File: src/rtl/rt_pkg.sv
`default_nettype none
// +--------------------------------------------------------------------------+
// | rt_pkg: shared constants and types for the ray-tracing frame pipeline.     |
// | Revision: 1.0                                                            |
// +--------------------------------------------------------------------------+
package rt_pkg;

  localparam int MAX_CORES = 4;
  localparam int X_W       = 11;
  localparam int Y_W       = 11;
  localparam int CORE_W    = (MAX_CORES > 1) ? $clog2(MAX_CORES) : 1;
  localparam int CNT_W     = X_W + Y_W;

  typedef enum logic [1:0] {
    ST_IDLE     = 2'd0,
    ST_DISPATCH = 2'd1,
    ST_DRAIN    = 2'd2,
    ST_DONE     = 2'd3
  } dispatch_state_t;

  // Highest usable core index for a requested extra-core count.
  function automatic logic [CORE_W-1:0] clamp_core_max(input logic [2:0] extra);
    if (int'(extra) > MAX_CORES - 1) begin
      return CORE_W'(MAX_CORES - 1);
    end
    return extra[CORE_W-1:0];
  endfunction

endpackage
`default_nettype wire

File: src/rtl/pixel_coord_counter.sv
`default_nettype none
// +--------------------------------------------------------------------------+
// | pixel_coord_counter: raster-order x/y counter with load, advance, last.  |
// | Revision: 1.0                                                            |
// +--------------------------------------------------------------------------+
module pixel_coord_counter
  import rt_pkg::*;
(
  input  logic             clk,
  input  logic             rst,
  input  logic             load,
  input  logic [X_W-1:0]   width_in,
  input  logic [Y_W-1:0]   height_in,
  input  logic             advance,
  output logic [X_W-1:0]   x,
  output logic [Y_W-1:0]   y,
  output logic             last,
  output logic [CNT_W-1:0] total
);

  logic [X_W-1:0] r_width;
  logic [Y_W-1:0] r_height;
  logic [X_W-1:0] r_x;
  logic [Y_W-1:0] r_y;
  logic           w_line_end;

  assign w_line_end = (r_x == r_width - X_W'(1));

  always_ff @(posedge clk) begin
    if (rst) begin
      r_width  <= '0;
      r_height <= '0;
      r_x      <= '0;
      r_y      <= '0;
    end else if (load) begin
      r_width  <= width_in;
      r_height <= height_in;
      r_x      <= '0;
      r_y      <= '0;
    end else if (advance) begin
      if (w_line_end) begin
        r_x <= '0;
        r_y <= r_y + Y_W'(1);
      end else begin
        r_x <= r_x + X_W'(1);
      end
    end
  end

  assign x     = r_x;
  assign y     = r_y;
  assign last  = w_line_end && (r_y == r_height - Y_W'(1));
  assign total = CNT_W'(r_width) * CNT_W'(r_height);

endmodule
`default_nettype wire

File: src/rtl/pixel_dispatcher.sv
`default_nettype none
// +--------------------------------------------------------------------------+
// | pixel_dispatcher: raster-order round-robin pixel job scheduler.          |
// | Revision: 1.0                                                            |
// +--------------------------------------------------------------------------+
module pixel_dispatcher
  import rt_pkg::*;
(
  input  logic                 aclk,
  input  logic                 areset,
  input  logic                 start,
  input  logic [X_W-1:0]       frame_width,
  input  logic [Y_W-1:0]       frame_height,
  input  logic [2:0]           no_of_extra_cores,
  input  logic [MAX_CORES-1:0] core_ready,
  output logic [MAX_CORES-1:0] core_valid,
  output logic [X_W-1:0]       core_x,
  output logic [Y_W-1:0]       core_y,
  output logic                 core_last,
  input  logic                 pixel_retired,
  output logic                 busy,
  output logic                 frame_done
);

  dispatch_state_t  r_state;
  dispatch_state_t  w_next_state;
  logic [CORE_W-1:0] r_core_idx;
  logic [CORE_W-1:0] r_core_max;
  logic [CNT_W-1:0]  r_retire_cnt;
  logic [CNT_W-1:0]  w_retire_next;
  logic [CNT_W-1:0]  w_total;
  logic [X_W-1:0]    w_x;
  logic [Y_W-1:0]    w_y;
  logic              w_last;
  logic              w_fire;
  logic              w_load;
  logic              w_retire_inc;

  assign w_load = (r_state == ST_IDLE) && start;
  assign w_fire = (r_state == ST_DISPATCH) && core_ready[r_core_idx];

  pixel_coord_counter u_coord (
    .clk       (aclk),
    .rst       (areset),
    .load      (w_load),
    .width_in  (frame_width),
    .height_in (frame_height),
    .advance   (w_fire),
    .x         (w_x),
    .y         (w_y),
    .last      (w_last),
    .total     (w_total)
  );

  // Retire counting is independent of dispatch and saturates at the frame total.
  assign w_retire_inc  = pixel_retired
                       && ((r_state == ST_DISPATCH) || (r_state == ST_DRAIN))
                       && (r_retire_cnt != w_total);
  assign w_retire_next = r_retire_cnt + CNT_W'(w_retire_inc);

  always_comb begin
    w_next_state = r_state;
    case (r_state)
      ST_IDLE: begin
        if (start) begin
          if ((frame_width == '0) || (frame_height == '0)) begin
            w_next_state = ST_DONE;
          end else begin
            w_next_state = ST_DISPATCH;
          end
        end
      end
      ST_DISPATCH: begin
        if (w_fire && w_last) begin
          w_next_state = ST_DRAIN;
        end
      end
      ST_DRAIN: begin
        if (w_retire_next == w_total) begin
          w_next_state = ST_DONE;
        end
      end
      ST_DONE: begin
        w_next_state = ST_IDLE;
      end
      default: begin
        w_next_state = ST_IDLE;
      end
    endcase
  end

  always_ff @(posedge aclk) begin
    if (areset) begin
      r_state      <= ST_IDLE;
      r_core_idx   <= '0;
      r_core_max   <= '0;
      r_retire_cnt <= '0;
    end else begin
      r_state <= w_next_state;
      if (w_load) begin
        r_core_idx   <= '0;
        r_core_max   <= clamp_core_max(no_of_extra_cores);
        r_retire_cnt <= '0;
      end else begin
        if (w_fire) begin
          r_core_idx <= (r_core_idx == r_core_max) ? '0 : r_core_idx + CORE_W'(1);
        end
        r_retire_cnt <= w_retire_next;
      end
    end
  end

  // Outputs decode registered state only; job fields are zeroed outside DISPATCH.
  always_comb begin
    core_valid = '0;
    core_x     = '0;
    core_y     = '0;
    core_last  = 1'b0;
    if (r_state == ST_DISPATCH) begin
      core_valid[r_core_idx] = 1'b1;
      core_x                 = w_x;
      core_y                 = w_y;
      core_last              = w_last;
    end
  end

  assign busy       = (r_state != ST_IDLE);
  assign frame_done = (r_state == ST_DONE);

endmodule
`default_nettype wire

File: config.mk
export PLATFORM = sky130hd
export DESIGN_NAME = pixel_dispatcher
export DESIGN_NICKNAME = d
export VERILOG_FILES = /design/src/rtl/rt_pkg.sv /design/src/rtl/pixel_coord_counter.sv /design/src/rtl/pixel_dispatcher.sv
export SDC_FILE = /design/constraint.sdc
export NUM_CORES = 1
export LEC_CHECK = 0
export BUFFER_PORTS_ARGS = -buffer_cell sky130_fd_sc_hd__buf_2
export CORE_ASPECT_RATIO = 0.8
export CORE_MARGIN = 3
export CORE_UTILIZATION = 48
export CTS_CLUSTER_DIAMETER = 150
export DETAILED_ROUTE_END_ITERATION = 7
export PLACE_DENSITY = 0.62
export REMOVE_ABC_BUFFERS = 1
export SLEW_MARGIN = 20
export SYNTH_ARGS = -nofsm -noshare
export SYNTH_HDL_FRONTEND = slang
export SYNTH_SLANG_ARGS = --single-unit
File: constraint.sdc
create_clock -name aclk -period 10.63 [get_ports aclk]
set_input_delay 1.5945 -clock aclk [delete_from_list [all_inputs] [get_ports aclk]]
set_output_delay 1.5945 -clock aclk [all_outputs]
set_load 0.05 [all_outputs]
==> results.tsv <==
metric	value	unit
start_kind	flop	
worstMarginPinSlew	1.03	ns
utilization	53.8	%
final_hold_viol_count	0	
synth-simple-area-share	24.4	%
core_area	17700	um^2
p_leak	4.09	nW
die_w	158	um
synth_flop_cell	dfxtp_1	
portBuffers	61	
slowest_stage	dfxtp_1	
crit_path_max_fanout	18	
clock_latency	0.35	ns
setup_violations	0	
antenna_left	0	
start_util	50.1	%
clock.fmax	0.106	GHz
die_height	128	um
wl	20900	um
synth_seq_cells	72	
synth_compound_area_share	9.77	%
synth_top_family_by_area	adder cells	
final_nets	1289	
cts_tree	built	
cap_viol_max_count	0	
post_cts_resized	0	
gp_congestion	0.854	
muxShareOfSynthArea	0.706	%
worstPathArrival	9.71	ns
synth-xor-area-share	12.9	%
synth_adder_area_share	28.7	%
tns	0	ns
dieArea	20100	um^2
post_cts_buffers	0	
min_period_over_period	88.9	%
grt_pass1_wl	35800	um
multi_input_area	6770	um^2
worstSetupPathType	flop to flop	
overflow	0	
cp_common_cell	fa_1	
worstPathRequired	10.89	ns
clk_path_buf_depth	2	
row_count	43	
seqPwrFrac	28.5	%
h-tree-depth	3	
io_pins	62	
grt_max_degree	31	
synth_cell_types	68	
hp-class	flop to flop	
r2r-start	u_coord.r_width[2]	
rsz0062_at_grt	false	
power.internal	0.743	mW
clk_pin_slew_worst_paths	0.07	ns
placed_cell_area	9200	um^2
min_period	9.45	ns
irDropWorstVdd	0.123	mV
antenna-diode-count	0	
synth-async-reset-ratio	0	%
drtIter0Drc	544	
power_density	140	nW/um^2
layout-drive-gt1-share	8.59	%
clockPowerShare	25.8	%
synth_warnings	0	
rrSetupSlack	1.18	ns
critPathMaxStageDelay	0.84	ns
drc	0	
cp_top_family	adder cells	
register_area	1440	um^2
status	completed	
final-max-slew-violation-count	0	
dpl.hpwl	16600	um
hold_path_end	r_core_max[0]	
crit_buf_inv	1	
pwr-share-comb	45.7	%
hold_path_depth	2	
ff2ff_path_depth	29	
p_sw	0.587	mW
cts.hold.buffers_added	0	
relSlewSlack	31.4	%
via_per_inst	5.50	
syn_to_final_growth	7.56	%
synth_cells	1093	
min_from	r_core_max[0]	
fillCellCount	1723	
syn-mean-instance-area	8.11	um^2
routedWlPerCell	15.7	um
power.share.switching	44.1	%
cts_buffers	9	
first_global_vias	7007	
crit_path_end_kind	flop	
drtPass1Iterations	4	
cts.sinks	72	
skew	0.00702	ns
ys_seq_area_share	16.3	%
cts-root-buf	clkbuf_16	
synth_area	8860	um^2
vias	7316	
synth_edf_count	0	
track_usage	22.1	%
antenna_found_initial	0	
rr_endpoint	r_state[0]	
fin_area	9530	um^2
==> cells in the mapped netlist, drive strengths merged (9+ instances only) <==
library cell    n  area (um^2)
dfxtp          72         1440
nand2         162          608
ha             75          938
nor3           24          136
nor2           78          293
inv           103          387
fa             80         1600
a21oi          55          275
nor4           13         87.6
and3           12         75.1
xnor2          65          569
xor2           55          482
clkbuf         57          214
nand4          22          153
and2           74          463
o21ai          20          100
nand3          19         95.1
buf             9         46.3
==> cells by family after synthesis <==
| kind of cell | Yosys count |
|---|---|
| buffers and inverters | 169 |
| AOI/OAI and AO/OA | 131 |
| DFF | 72 |
| adders and majority gates | 155 |
| and+or+nand+nor | 437 |
| muxes | 5 |
| xor gates and xnor gates | 124 |
==> state kept, by name (all words and copies together), names as in the netlist <==
signal            flops
r_retire_cnt         22
u_coord.r_height     11
u_coord.r_width      11
u_coord.x            11
u_coord.y            11
r_core_idx            2
r_core_max            2
r_state               2
==> metrics by stage <==
step / setup slack, ns / hold slack (ns) / power [mW] / instances
after floorplan: 2.72 / 0.472 / 0.816 / 1027
after global placement: 1.40 / 0.495 / 0.985 / 1315
after detailed placement: 1.28 / 0.510 / 0.991 / 1315
after CTS: 1.26 / 0.519 / 1.34 / 1331
after global routing: 0.467 / 0.554 / 1.44 / 1331
final: 1.18 / 0.520 / 1.33 / 1331
==> layer usage <==
| layer | global-route usage [%] | vias to the layer above | wire length [um] |
|---|---|---|---|
| li1 | - | 3596 | - |
| met1 | 34.4 | 3523 | 10600 |
| met2 | 32.0 | 182 | 9020 |
| met3 | 3.42 | 15 | 1080 |
| met4 | 5.26 | 0 | 270 |
| met5 | 0 | - | 0 |
==> worst max-delay path by stage <==
stage                            start         end  slack (ns)  depth (start not counted)
finish              u_coord.r_width[2]  r_state[0]        1.18                         29
floorplan           u_coord.r_width[3]  r_state[0]        2.72                         30
CTS                 u_coord.r_width[3]  r_state[0]        1.26                         29
global route        u_coord.r_width[3]  r_state[0]        0.47                         31
detailed placement  u_coord.r_width[3]  r_state[0]        1.28                         29
global placement    u_coord.r_width[3]  r_state[0]        1.40                         29
==> power groups by stage <==
stage                     registers [mW]  logic [mW]  clock network [mW]
after global routing               0.387       0.689               0.361
after global placement             0.381       0.604                   0
after CTS                          0.377       0.612               0.351
final                              0.379       0.607               0.343
after detailed placement           0.383       0.608                   0
after floorplan                    0.348       0.468                   0
==> cell type report <==
| type | count | area share, % |
|---|---|---|
| multi-input cells | 852 | 71.1 |
| flip-flops and latches | 72 | 15.1 |
| repair buffers | 63 | 3.36 |
| inverters | 103 | 4.06 |
| clock buffers | 9 | 2.36 |
| clock inverters | 7 | 1.08 |
| well taps | 225 | 2.95 |
==> cell usage in the layout (no fill, tap or decap), drive strengths merged, types with 5 or more instances in the layout <==
cell,count
nand2,162
inv,106
fa,80
nor2,78
ha,75
and2,74
dfxtp,72
xnor2,65
buf,63
xor2,55
a21oi,55
nor3,24
nand4,22
o21ai,20
nand3,19
nor4,13
and3,12
clkbuf,9
o211ai,7
or3,7
nand2b,7
a211oi,5
==> worst register-to-register path, delay by kind of cell (launching register included) <==
family | cells | cell delay [ns]
AOI/OAI and AO/OA | 7 | 2.32
xor gates and xnor gates | 2 | 0.55
adders and majority gates | 7 | 3.01
buffers and inverters | 1 | 0.04
DFF | 1 | 0.84
and+or+nand+nor | 12 | 2.62
Note: power is estimated with default switching activity, not from simulation.
